==> src/rtl/ext_mem_pkg.sv <==
// Shared types and timing helpers for the external async-memory controller.
package ext_mem_pkg;

   typedef enum logic [2:0] {
      IDLE,
      TURN,
      SETUP,
      PULSE,
      HOLD
   } state_e;

   typedef enum logic {
      OP_RD = 1'b0,
      OP_WR = 1'b1
   } op_e;

   function automatic int state_cycles(
      input state_e st,
      input int     s,
      input int     p,
      input int     h,
      input int     t
   );
      int n;
      n = 0;
      unique case (st)
         TURN:    n = t;
         SETUP:   n = s;
         PULSE:   n = p;
         HOLD:    n = h;
         default: n = 0;
      endcase
      return n;
   endfunction

   function automatic int max4(
      input int a,
      input int b,
      input int c,
      input int d
   );
      int m;
      m = a;
      if (b > m) m = b;
      if (c > m) m = c;
      if (d > m) m = d;
      return m;
   endfunction

endpackage

==> src/rtl/ext_mem_wait_cnt.sv <==
// Loadable down-counter that times each controller state.
module ext_mem_wait_cnt #(
   parameter int W = 2
) (
   input  logic         clk,
   input  logic         rst,
   input  logic         load_i,
   input  logic [W-1:0] load_val_i,
   output logic         zero_o
);

   logic [W-1:0] cnt_q;

   always_ff @(posedge clk) begin
      if (rst) begin
         cnt_q <= '0;
      end else if (load_i) begin
         cnt_q <= load_val_i;
      end else if (cnt_q != '0) begin
         cnt_q <= cnt_q - 1'b1;
      end
   end

   assign zero_o = (cnt_q == '0);

endmodule

==> src/rtl/ext_sram_ctrl.sv <==
// External SRAM/flash bus controller: req/rdy handshake to timed
// CE/WE/OE/BE strobes with a tri-state data bus.
module ext_sram_ctrl
   import ext_mem_pkg::*;
#(
   parameter int ADDR_W    = 20,
   parameter int DATA_W    = 32,
   parameter int SETUP_CYC = 1,
   parameter int PULSE_CYC = 2,
   parameter int HOLD_CYC  = 1,
   parameter int TURN_CYC  = 1
) (
   input  logic                clk,
   input  logic                rst,
   input  logic                req,
   input  logic                wr,
   input  logic [ADDR_W-1:0]   addr,
   input  logic [DATA_W-1:0]   wdata,
   input  logic [DATA_W/8-1:0] be,
   output logic                rdy,
   output logic                done,
   output logic [DATA_W-1:0]   rdata,
   output logic [ADDR_W-1:0]   mem_addr,
   output logic [DATA_W-1:0]   mem_dq_o,
   output logic                mem_dq_oe,
   input  logic [DATA_W-1:0]   mem_dq_i,
   output logic                mem_ce_n,
   output logic                mem_we_n,
   output logic                mem_oe_n,
   output logic [DATA_W/8-1:0] mem_be_n
);

   localparam int BW   = DATA_W / 8;
   localparam int MAXC = max4(SETUP_CYC, PULSE_CYC, HOLD_CYC, TURN_CYC);
   localparam int CW   = $clog2(MAXC + 1);

   if (DATA_W % 8 != 0) begin : g_bad_dw
      $error("ext_sram_ctrl: DATA_W must be a multiple of 8");
   end
   if (SETUP_CYC < 1 || PULSE_CYC < 1 || HOLD_CYC < 1) begin : g_bad_cyc
      $error("ext_sram_ctrl: SETUP/PULSE/HOLD cycles must be >= 1");
   end

   state_e              state_q, state_d;
   op_e                 op_q, prev_q, op_c;
   logic [ADDR_W-1:0]   addr_q, addr_c;
   logic [DATA_W-1:0]   wdata_q, wdata_c;
   logic [BW-1:0]       be_q, be_c;
   logic [DATA_W-1:0]   rdata_q, rmask;
   logic                done_q;
   logic [ADDR_W-1:0]   mem_addr_q;
   logic [DATA_W-1:0]   mem_dq_o_q;
   logic                mem_dq_oe_q;
   logic                mem_ce_n_q, mem_we_n_q, mem_oe_n_q;
   logic [BW-1:0]       mem_be_n_q;
   logic                accept, cnt_zero, cnt_load;
   logic [CW-1:0]       cnt_val;
   logic                fin, rd_cap;

   assign rdy    = (state_q == IDLE) && !rst;
   assign accept = req && rdy;

   // Accepted request fields are used directly on the acceptance edge.
   assign op_c    = accept ? op_e'(wr) : op_q;
   assign addr_c  = accept ? addr  : addr_q;
   assign wdata_c = accept ? wdata : wdata_q;
   assign be_c    = accept ? be    : be_q;

   always_comb begin
      state_d = state_q;
      unique case (state_q)
         IDLE: begin
            if (accept) begin
               if (wr && prev_q == OP_RD && TURN_CYC > 0) state_d = TURN;
               else state_d = SETUP;
            end
         end
         TURN:    if (cnt_zero) state_d = SETUP;
         SETUP:   if (cnt_zero) state_d = PULSE;
         PULSE:   if (cnt_zero) state_d = HOLD;
         HOLD:    if (cnt_zero) state_d = IDLE;
         default: state_d = IDLE;
      endcase
   end

   always_comb begin
      int cyc;
      cyc      = state_cycles(state_d, SETUP_CYC, PULSE_CYC, HOLD_CYC, TURN_CYC);
      cnt_load = (state_d != state_q);
      cnt_val  = (cyc > 0) ? CW'(cyc - 1) : '0;
   end

   always_comb begin
      rmask = '0;
      for (int i = 0; i < BW; i++) rmask[i*8 +: 8] = {8{be_q[i]}};
   end

   assign fin    = (state_q == HOLD) && (state_d == IDLE);
   assign rd_cap = (state_q == PULSE) && (state_d == HOLD) && (op_q == OP_RD);

   ext_mem_wait_cnt #(.W(CW)) u_cnt (
      .clk        (clk),
      .rst        (rst),
      .load_i     (cnt_load),
      .load_val_i (cnt_val),
      .zero_o     (cnt_zero)
   );

   always_ff @(posedge clk) begin
      if (rst) begin
         state_q     <= IDLE;
         op_q        <= OP_WR;
         prev_q      <= OP_WR;
         addr_q      <= '0;
         wdata_q     <= '0;
         be_q        <= '0;
         rdata_q     <= '0;
         done_q      <= 1'b0;
         mem_addr_q  <= '0;
         mem_dq_o_q  <= '0;
         mem_dq_oe_q <= 1'b0;
         mem_ce_n_q  <= 1'b1;
         mem_we_n_q  <= 1'b1;
         mem_oe_n_q  <= 1'b1;
         mem_be_n_q  <= '1;
      end else begin
         state_q <= state_d;
         done_q  <= fin;
         if (accept) begin
            op_q    <= op_e'(wr);
            addr_q  <= addr;
            wdata_q <= wdata;
            be_q    <= be;
         end
         if (fin) prev_q <= op_q;
         if (rd_cap) rdata_q <= mem_dq_i & rmask;
         // Pins are set from the state being entered so they are registered.
         unique case (state_d)
            SETUP: begin
               mem_ce_n_q  <= 1'b0;
               mem_we_n_q  <= 1'b1;
               mem_oe_n_q  <= (op_c == OP_WR);
               mem_addr_q  <= addr_c;
               mem_be_n_q  <= ~be_c;
               mem_dq_oe_q <= (op_c == OP_WR);
               if (op_c == OP_WR) mem_dq_o_q <= wdata_c;
            end
            PULSE: begin
               mem_we_n_q <= (op_q != OP_WR);
               mem_oe_n_q <= (op_q == OP_WR);
            end
            HOLD: begin
               mem_we_n_q <= 1'b1;
               mem_oe_n_q <= 1'b1;
            end
            default: begin
               mem_ce_n_q  <= 1'b1;
               mem_we_n_q  <= 1'b1;
               mem_oe_n_q  <= 1'b1;
               mem_be_n_q  <= '1;
               mem_dq_oe_q <= 1'b0;
            end
         endcase
      end
   end

   assign done      = done_q;
   assign rdata     = rdata_q;
   assign mem_addr  = mem_addr_q;
   assign mem_dq_o  = mem_dq_o_q;
   assign mem_dq_oe = mem_dq_oe_q;
   assign mem_ce_n  = mem_ce_n_q;
   assign mem_we_n  = mem_we_n_q;
   assign mem_oe_n  = mem_oe_n_q;
   assign mem_be_n  = mem_be_n_q;

endmodule
==> config.mk <==
export PLATFORM = sky130hd
export DESIGN_NAME = ext_sram_ctrl
export DESIGN_NICKNAME = d
export VERILOG_FILES = /design/src/rtl/ext_mem_pkg.sv /design/src/rtl/ext_mem_wait_cnt.sv /design/src/rtl/ext_sram_ctrl.sv
export SDC_FILE = /design/constraint.sdc
export NUM_CORES = 1
export LEC_CHECK = 0
export BUFFER_PORTS_ARGS = -buffer_cell sky130_fd_sc_hd__buf_2
export CAP_MARGIN = 40
export CORE_MARGIN = 1
export CORE_UTILIZATION = 45
export CTS_CLUSTER_SIZE = 10
export DETAILED_ROUTE_END_ITERATION = 16
export PLACE_DENSITY = 0.77
export SYNTH_ARGS = -nofsm -noshare
export SYNTH_HDL_FRONTEND = slang
export SYNTH_SLANG_ARGS = --single-unit
==> constraint.sdc <==
create_clock -name clk -period 2.4 [get_ports clk]
set_input_delay 0.36 -clock clk [delete_from_list [all_inputs] [get_ports clk]]
set_output_delay 0.36 -clock clk [all_outputs]
set_load 0.03 [all_outputs]
## Word-level counts from Yosys, hierarchy flattened

Index checks and enable logic that the tools add are counted.

| storage, ports and cells | value |
|---|---|
| flip-flop bits (word level) | 156 |
| logic and storage cells | 68 |
| output and inout port bits | 94 |
| input port bits | 92 |

| cells by class | value |
|---|---|
| bitwise logic cells | 5 |
| $lt $le $gt $ge | 1 |
| $add $sub $neg | 2 |
| mux-type cells | 19 |
| equal/unequal tests | 9 |
| reduce and logical (&&, ||, !) cells | 16 |

Operators by type and width:

| operator | count |
|---|---|
| $and 32x32->32 | 1 |
| $gt 32x1->1 const B | 1 |
| $mux 32 | 1 |
| $mux 20 | 1 |
| $mux 3 | 5 |
| $pmux 3 s5 | 1 |
| $eq 3x2->1 const B | 4 |
| $mux 2 | 4 |
| $pmux 4 s2 | 1 |
| $eq 3x1->1 const B | 2 |
| $eq 3x3->1 const B | 2 |
| $logic_and 1x1->1 | 6 |
| $logic_not 3->1 | 2 |
| $pmux 1 s2 | 3 |
| $mux 4 | 1 |
| $not 4->4 | 1 |
| $pmux 2 s2 | 1 |
| $reduce_bool 2->1 | 2 |
| $reduce_or 2->1 | 2 |
| $ne 3x3->1 | 1 |
| $not 1->1 | 3 |
| $reduce_or 3->1 | 1 |
| $logic_not 2->1 | 1 |
| $reduce_and 2->1 | 1 |
| 4 further kinds | 4 |

## Longest topological paths before layout

Gate-level depths: netlist of the first run.

| depth | value |
|---|---|
| depth after elaboration | 11 |
| mapped depth | 8 |
| gate-level depth less buffers | 6 |

## By module

Synthesis of the first run repeated with hierarchy kept, for this count alone.

| unflattened totals | value |
|---|---|
| cell total of the unflattened synthesis | 651 |
| area, all modules | 6102.1 µm² |

Modules (own cells, without submodules):

| module | cells an instance | instances | area an instance (µm²) | sequential area each (µm²) |
|---|---|---|---|---|
| ext_sram_ctrl | 639 | 1 | 5980.7 | 3083.0 |
| ext_mem_wait_cnt | 12 | 1 | 121.4 | 40.0 |

## Least setup slack after synthesis of the first run

No wires, ideal clock.

| path | value |
|---|---|
| kind | reg2reg |
| from | register state_q[2] |
| to | register mem_dq_o_q[10] (netlist: mem_dq_o[10]) |
| setup time | 0.123 ns |
| required time | 2.277 ns |
| setup slack | 0.469 ns |
| data arrival time | 1.807 ns |
| path buffers | 3 |
| cell stages (with the launch flop) | 9 |
| period minus slack after synthesis | 1.931 ns |
| cell sequence | dfxtp_1 buf_6 or4_4 inv_2 nand4_1 a21o_1 buf_6 buf_6 mux2_1 |

| between the ends | value |
|---|---|
| cells in the longest elaborated chain, start to end | 7 |
| elaborated cells on any way between the ends | 17 |
| those cells by class | eq/ne (5); mux (8); reduce/logical (4) |

RTL lines:

| what | line | text |
|---|---|---|
| start: declaration | ext_sram_ctrl.sv:44 | `state_e state_q, state_d;` |
| start signal: assignment | ext_sram_ctrl.sv:127 | `state_q <= state_d;` |
| $logic_not 3->1 | ext_sram_ctrl.sv:60, ext_sram_ctrl.sv:71 |  |
| $logic_and 1x1->1 | ext_sram_ctrl.sv:60 | `assign rdy = (state_q == IDLE) && !rst;` |
| $logic_and 1x1->1 | ext_sram_ctrl.sv:61 | `assign accept = req && rdy;` |
| $mux 3 | ext_sram_ctrl.sv:73 | `if (accept) begin` |
| $pmux 3 s5 | ext_sram_ctrl.sv:71 | `unique case (state_q)` |
| $eq 3x2->1 | ext_sram_ctrl.sv:138 | `unique case (state_d)` |
| $reduce_and 2->1 (no line) | - |  |
| end signal: assignment | ext_sram_ctrl.sv:146 | `if (op_c == OP_WR) mem_dq_o_q <= wdata_c;` |
| end: declaration | ext_sram_ctrl.sv:52 | `logic [DATA_W-1:0] mem_dq_o_q;` |

Parallel ways exist; a longest one is shown, timed or not.
A chain may end at the register's enable or synchronous reset.

## Worst setup path in the final report of the first run

| path | value |
|---|---|
| from | register state_q[0] |
| to | output port rdy |

| between the ends | value |
|---|---|
| cells in the longest elaborated chain, start to end | 2 |

RTL lines:

| what | line | text |
|---|---|---|
| $logic_not 3->1 | ext_sram_ctrl.sv:60 |  |
| $logic_and 1x1->1 | ext_sram_ctrl.sv:60 |  |
| end: declaration | ext_sram_ctrl.sv:20 | `output logic rdy,` |

Every way passes these cells.

==> results of run 1 <==
worst reg2reg max path, delay by kind of cell, from the launching register on:
family,cells,cell delay [ns]
AO/OA/AOI/OAI,2,0.46
adder cells (fa/ha/maj),1,0.31
buffers and inverters,2,0.28
flip-flops,1,0.35
multiplexers,1,0.36
AND/OR/NAND/NOR,1,0.19
layout by cell type (no fill, tap or decap), types with 13 or more instances in the layout:
cell type  synthesis  final
buf_2              9    184
dfxtp_1          156    156
nand3_1           72     72
a21oi_1           69     69
o21ai_0           59     59
nor2b_1           53     53
mux2_1            29     29
a22o_1            24     24
mux2_2            23     23
clkbuf_16          0     17
buf_4              0     17
nand2_1           16     16
nor2_1            13     13
layer usage:
metal  wire length, um  part of all wire, %
met5                 0                    0
met4               111                 0.79
met3               830                  5.9
met2              6580                   47
met1              6580                   47
stage by stage:
step                      setup slack [ns]  utilization, %  cell area, um^2  total power, W  hold WS [ns]
final                                0.318            59.4             7550         0.00712         0.158
after global routing                 0.129            59.4             7550         0.00748         0.144
after CTS                            0.299            59.4             7550         0.00718         0.143
after detailed placement             0.343            54.9             6990         0.00464         0.433
after global placement               0.383            54.9             6990         0.00461         0.435
after floorplan                      0.469               -             5910         0.00417         0.415
registers in the layout, indices dropped and copies added, names as in the netlist, 2 cells and up:
register and count:
u_cnt.cnt_q 2, addr_q 20, rdata 32, state_q 3, mem_be_n 4, mem_addr 20, wdata_q 32, be_q 4
mem_dq_o 32
worst paths after layout:
check | from | endpoint | slack [ns]
worst max-delay path | state_q[0] | rdy | 0.32
worst min-delay path | mem_dq_i[5] | rdata[5] | 0.16
worst max register to register | u_cnt.cnt_q[0] | mem_dq_o[24] | 0.32
worst min register to register | mem_ce_n | mem_ce_n | 0.44
cell families after synthesis:
kind of cell / count (synthesis) / synth area share [%]
flops: 156 / 52.8
xor+xnor: 1 / 0.148
buf+inv: 59 / 4.57
simple gates: 173 / 16.2
compound gates: 164 / 16.0
mux: 52 / 9.91
fa+ha+maj: 2 / 0.381
where the power goes:
part           switching, W  internal, W  total [W]
Clock              0.000996      0.00155    0.00255
Sequential        0.0000933      0.00281    0.00291
Combinational       0.00102     0.000646    0.00167
layout make-up:
cell class / count / area (um^2)
fillers: 1146 / 5170
flip-flops and latches: 156 / 3120
multi-input cells: 392 / 2520
repair buffers: 204 / 1110
clock buffers: 24 / 502
well taps: 172 / 215
clock inverters: 7 / 62.6
inverters: 7 / 26.3
==> metrics.cfg, run 1 <==
[run_status]
status = complete, no violations

[timing]
tns_ns = 0
setup_viol = 0
slew_headroom_pct = 62.8
rsz0062_at_grt = no
fmax_mhz = 480
period_minus_slack_ns = 2.08
maxSlewViolCount = 0
finalHoldViolations = 0
worst_pin_slew_ns = 0.559
skew_ns = 0.00694
finalCritPeriodShare_pct = 86.8

[cells_and_area]
final_layout_size_suffix_gt1_share_pct = 33.3
finalNonFillerCells = 962
fin_nets = 871
diodes = 0
area_delta_synth_final_pct = 27.8

[global_routing]
met3_usage_pct = 6.54
grt_remaining_overflow = 0
grt_pass1_vias = 4423
grt_pass1_wl_mm = 21.8
busiest_layer = met2
grt_use_met2_pct = 33.6
gr-usage-all-layers_pct = 20.8
antenna_found_initial = 0
use_met1_pct = 26.5
grt_max_degree = 133

[cts]
clock_sinks = 156
numCtsBuffers = 17
ctsLongestPathBuffers = 2
cts_root_buf = clkbuf_16
cts_tree = done
htreeDepth = 4
cts_setup_buffers = 0
ctsResizeCount = 0
postCtsHoldBufs = 0
clk_pin_slew_worst_paths_ns = 0.06
clock_latency_ns = 0.41

[setup_path]
critPathTopFamily = simple AND/OR/NAND/NOR gates
cp_slowest_cell = or4_4
reg2reg_depth = 7
crit_chain = or4_4 > inv_2 > buf_4 > buf_2
max_stage_delay_ns = 0.53
endpoint_kind = output pin
start_kind = flip-flop
required_ns = 2.04
crit_type = reg2out
path_buf_inv = 3
critPathMaxFanout = 9
worstPathArrival_ns = 1.72
cp.depth = 4

[synth]
synth_edf_count = 0
synthFlopType = dfxtp_1
syn_area_mm2 = 0.00591
yosysSeqAreaShare_pct = 52.8
synthDistinctLibCells = 39
yosysMostFrequentCell = dfxtp_1
yosys.area.top_type = dfxtp_1
synth.avg_cell_area_um2 = 9.74
synth-async-reset-ratio_pct = 0
synth_nets = 700
syn_inst = 607
synth_top_area_share_pct = 52.8
ys_ff_latch = 156
ys_top_cells_by_area = dfxtp_1, nand3_1, a21oi_1
ys_top_cells_by_count = dfxtp_1, nand3_1, a21oi_1
yosysWarnings = 0

[run]
timing.max_cap.violations = 0

[drt]
wl_per_cell_um = 14.7
routed_wirelength_mm = 14.1
antenna_left = 0
vias = 4877
first_pass_iters = 4
avgViaCountPerCell = 5.07
drt_iter0_drc = 280
drcViolationCount = 0

[floorplan]
rows = 41
placeableCoreArea_mm2 = 0.0127
dieHeight_um = 117
dieArea_mm2 = 0.0136
start_util_pct = 46.5
ioPinCount = 186
dieWidth_um = 117

[hold_path]
holdPathStages = 2
hp-class = in2reg

[power]
power.density_mw_per_mm2 = 943
total_leakage_power_nw = 3.36
ir_drop_uv = 619

[placed_design]
dp_hpwl_mm = 9.03
routabilityCongestion = 0.759
placed_cells = 931
io_buffers = 185

Power figures use the tool's default switching activity.
==> run 2, diff against run 1 <==
--- a/config.mk
+++ b/config.mk
@@ -7,11 +7,14 @@
 export LEC_CHECK = 0
 export BUFFER_PORTS_ARGS = -buffer_cell sky130_fd_sc_hd__buf_2
 export CAP_MARGIN = 40
+export CELL_PAD_IN_SITES_DETAIL_PLACEMENT = 0
+export CELL_PAD_IN_SITES_GLOBAL_PLACEMENT = 1
 export CORE_MARGIN = 1
-export CORE_UTILIZATION = 45
+export CORE_UTILIZATION = 38
 export CTS_CLUSTER_SIZE = 10
 export DETAILED_ROUTE_END_ITERATION = 16
-export PLACE_DENSITY = 0.77
+export PLACE_DENSITY = 0.84
 export SYNTH_ARGS = -nofsm -noshare
 export SYNTH_HDL_FRONTEND = slang
+export SYNTH_HIERARCHICAL = 1
 export SYNTH_SLANG_ARGS = --single-unit
==> metrics.cfg, run 2 <==
[synth]
synth_nets = 744
syn_area_mm2 = 0.00610
synth_edf_count = 0
yosysSeqAreaShare_pct = 51.2
synth_top_area_share_pct = 51.2
ys_top_cells_by_count = dfxtp_1, a21oi_1, nand3_1
yosysMostFrequentCell = dfxtp_1
yosys.area.top_type = dfxtp_1
yosysWarnings = 6
synth.avg_cell_area_um2 = 9.37
synthDistinctLibCells = 46
ys_top_cells_by_area = dfxtp_1, a21oi_1, mux2_4
syn_inst = 651
ys_ff_latch = 156
synth-async-reset-ratio_pct = 0
synthFlopType = dfxtp_1

[global_routing]
grt_pass1_vias = 4857
antenna_found_initial = 1
grt_max_degree = 155
grt_pass1_wl_mm = 24.6
gr-usage-all-layers_pct = 19.1
grt_remaining_overflow = 0

[timing]
hold_slack_ns = 0.192
slew_headroom_pct = 47.5
rsz0062_at_grt = no
tns_ns = 0
finalHoldViolations = 0
worst_pin_slew_ns = 0.787
period_minus_slack_ns = 2.33
setup_viol = 0
finalCritPeriodShare_pct = 96.9
maxSlewViolCount = 0
skew_ns = 0.00969
fmax_mhz = 430

[setup_path]
critPathMaxFanout = 33
worstPathArrival_ns = 1.97
crit_type = reg2out
endpoint_kind = output pin
start_kind = flip-flop
reg2reg_slack_ns = 0.26
r2r_start = u_cnt/cnt_q[0]
reg2reg_depth = 7
r2r_end = mem_dq_oe
required_ns = 2.04
crit_end = rdy
crit_start = state_q[2]

[cts]
cts_root_buf = clkbuf_16
clock_latency_ns = 0.42
clk_pin_slew_worst_paths_ns = 0.06
htreeDepth = 4
numCtsBuffers = 17
clock_sinks = 156
ctsLongestPathBuffers = 2
cts_tree = done
postCtsHoldBufs = 0

[run]
timing.max_cap.violations = 0

[drt]
first_pass_iters = 4
routed_wirelength_mm = 15.7
drt_iter0_drc = 309
wl_per_cell_um = 15.1
vias = 5174
drcViolationCount = 0
antenna_left = 0
avgViaCountPerCell = 4.98

[floorplan]
ioPinCount = 186
start_util_pct = 39.6
placeableCoreArea_mm2 = 0.0154
dieHeight_um = 129
rows = 45
dieArea_mm2 = 0.0166
dieWidth_um = 129

[power]
ir_drop_uv = 915
power.density_mw_per_mm2 = 1040
total_leakage_power_nw = 3.49

[cells_and_area]
fillCellCount = 1505
diodes = 0
area_delta_synth_final_pct = 28.7
final_cell_mix = buf_2, dfxtp_1, a21oi_1
final_layout_size_suffix_gt1_share_pct = 32.7
layout_commonest_cell = buf_2
final-seq-area_mm2 = 0.00312
fin_nets = 908
multi_input_area_mm2 = 0.00271
finalNonFillerCells = 1039

[placed_design]
routabilityCongestion = 0.743
io_buffers = 185
dp_hpwl_mm = 10.2
placed_cells = 1007

[hold_path]
hp-class = in2reg

[run_status]
status = complete, no violations

-- run 2: changes by cell type after synthesis, sizes merged, moves of 21 or more --
cell	before	now
a211oi	0	24
nand2	16	37
a22o	24	0
a21oi	69	94
nor2	13	34
-- run 2: routing by layer --
| layer | track usage (%) | vias to the layer above | part of all wire, % | wire (um) |
|---|---|---|---|---|
| met1 | 24.2 | 2431 | 45 | 7050 |
| met5 | 0 | - | 0.083 | 13 |
| met2 | 30.0 | 120 | 47 | 7420 |
| met4 | 7.27 | 2 | 1.5 | 229 |
| li1 | - | 2600 | - | - |
| met3 | 6.49 | 21 | 6.1 | 958 |
-- run 2: logic make-up after synthesis --
logic type               share of synthesized area [%]
AO/OA/AOI/OAI                                     16.8
XOR/XNOR                                         0.144
adder cells (fa/ha/maj)                          0.205
buffers and inverters                             4.96
flip-flops                                        51.2
multiplexers                                      11.0
other                                           0.0615
AND/OR/NAND/NOR                                   15.7
-- run 2: per-stage QoR --
step | setup WS, ns | utilization (%) | power (W) | area (um^2)
after floorplan | 0.441 | - | 0.00482 | 6100
after global placement | 0.222 | 47.1 | 0.00555 | 7260
after detailed placement | 0.153 | 47.1 | 0.00555 | 7260
after CTS | 0.0696 | 50.9 | 0.00824 | 7850
after global routing | 0.0135 | 50.9 | 0.00856 | 7850
final | 0.0743 | 50.9 | 0.00816 | 7850
-- run 2: worst min-delay path by stage --
stage,end,start,slack [ns],cells past startpoint
finish,addr_q[5],addr[5],0.19,3
global route,addr_q[16],addr[16],0.19,3
floorplan,mem_we_n,op_q,0.41,1
CTS,addr_q[5],addr[5],0.18,3
global placement,rdata[4],rdata[4],0.44,2
detailed placement,rdata[24],rdata[24],0.44,2
-- run 2: power breakdown --
group | leakage [nW] | switching [W] | internal, W
Sequential | 1.27 | 0.000160 | 0.00293
Clock | 0.287 | 0.00105 | 0.00161
Combinational | 1.93 | 0.00154 | 0.000867
-- run 2: worst max-delay path, stage by stage (launching register included) --
cell and delay, ns:
dfxtp_1 0.31, or4_4 0.63, inv_2 0.17, buf_12 0.20
buf_2 0.22
-- run 2: timing repair --
action                     CTS  global route
setup endpoints to repair    1             0
gates resized for setup      1             0
setup buffers                0             0
-- run 2: layout make-up --
type | instances | share of cell area, %
clock buffer | 22 | 6.04
clock inverter | 10 | 1.43
inverter | 10 | 0.478
multi-input combinational | 426 | 34.5
sequential | 156 | 39.8
tap | 211 | 3.36
timing repair buffer | 204 | 14.4
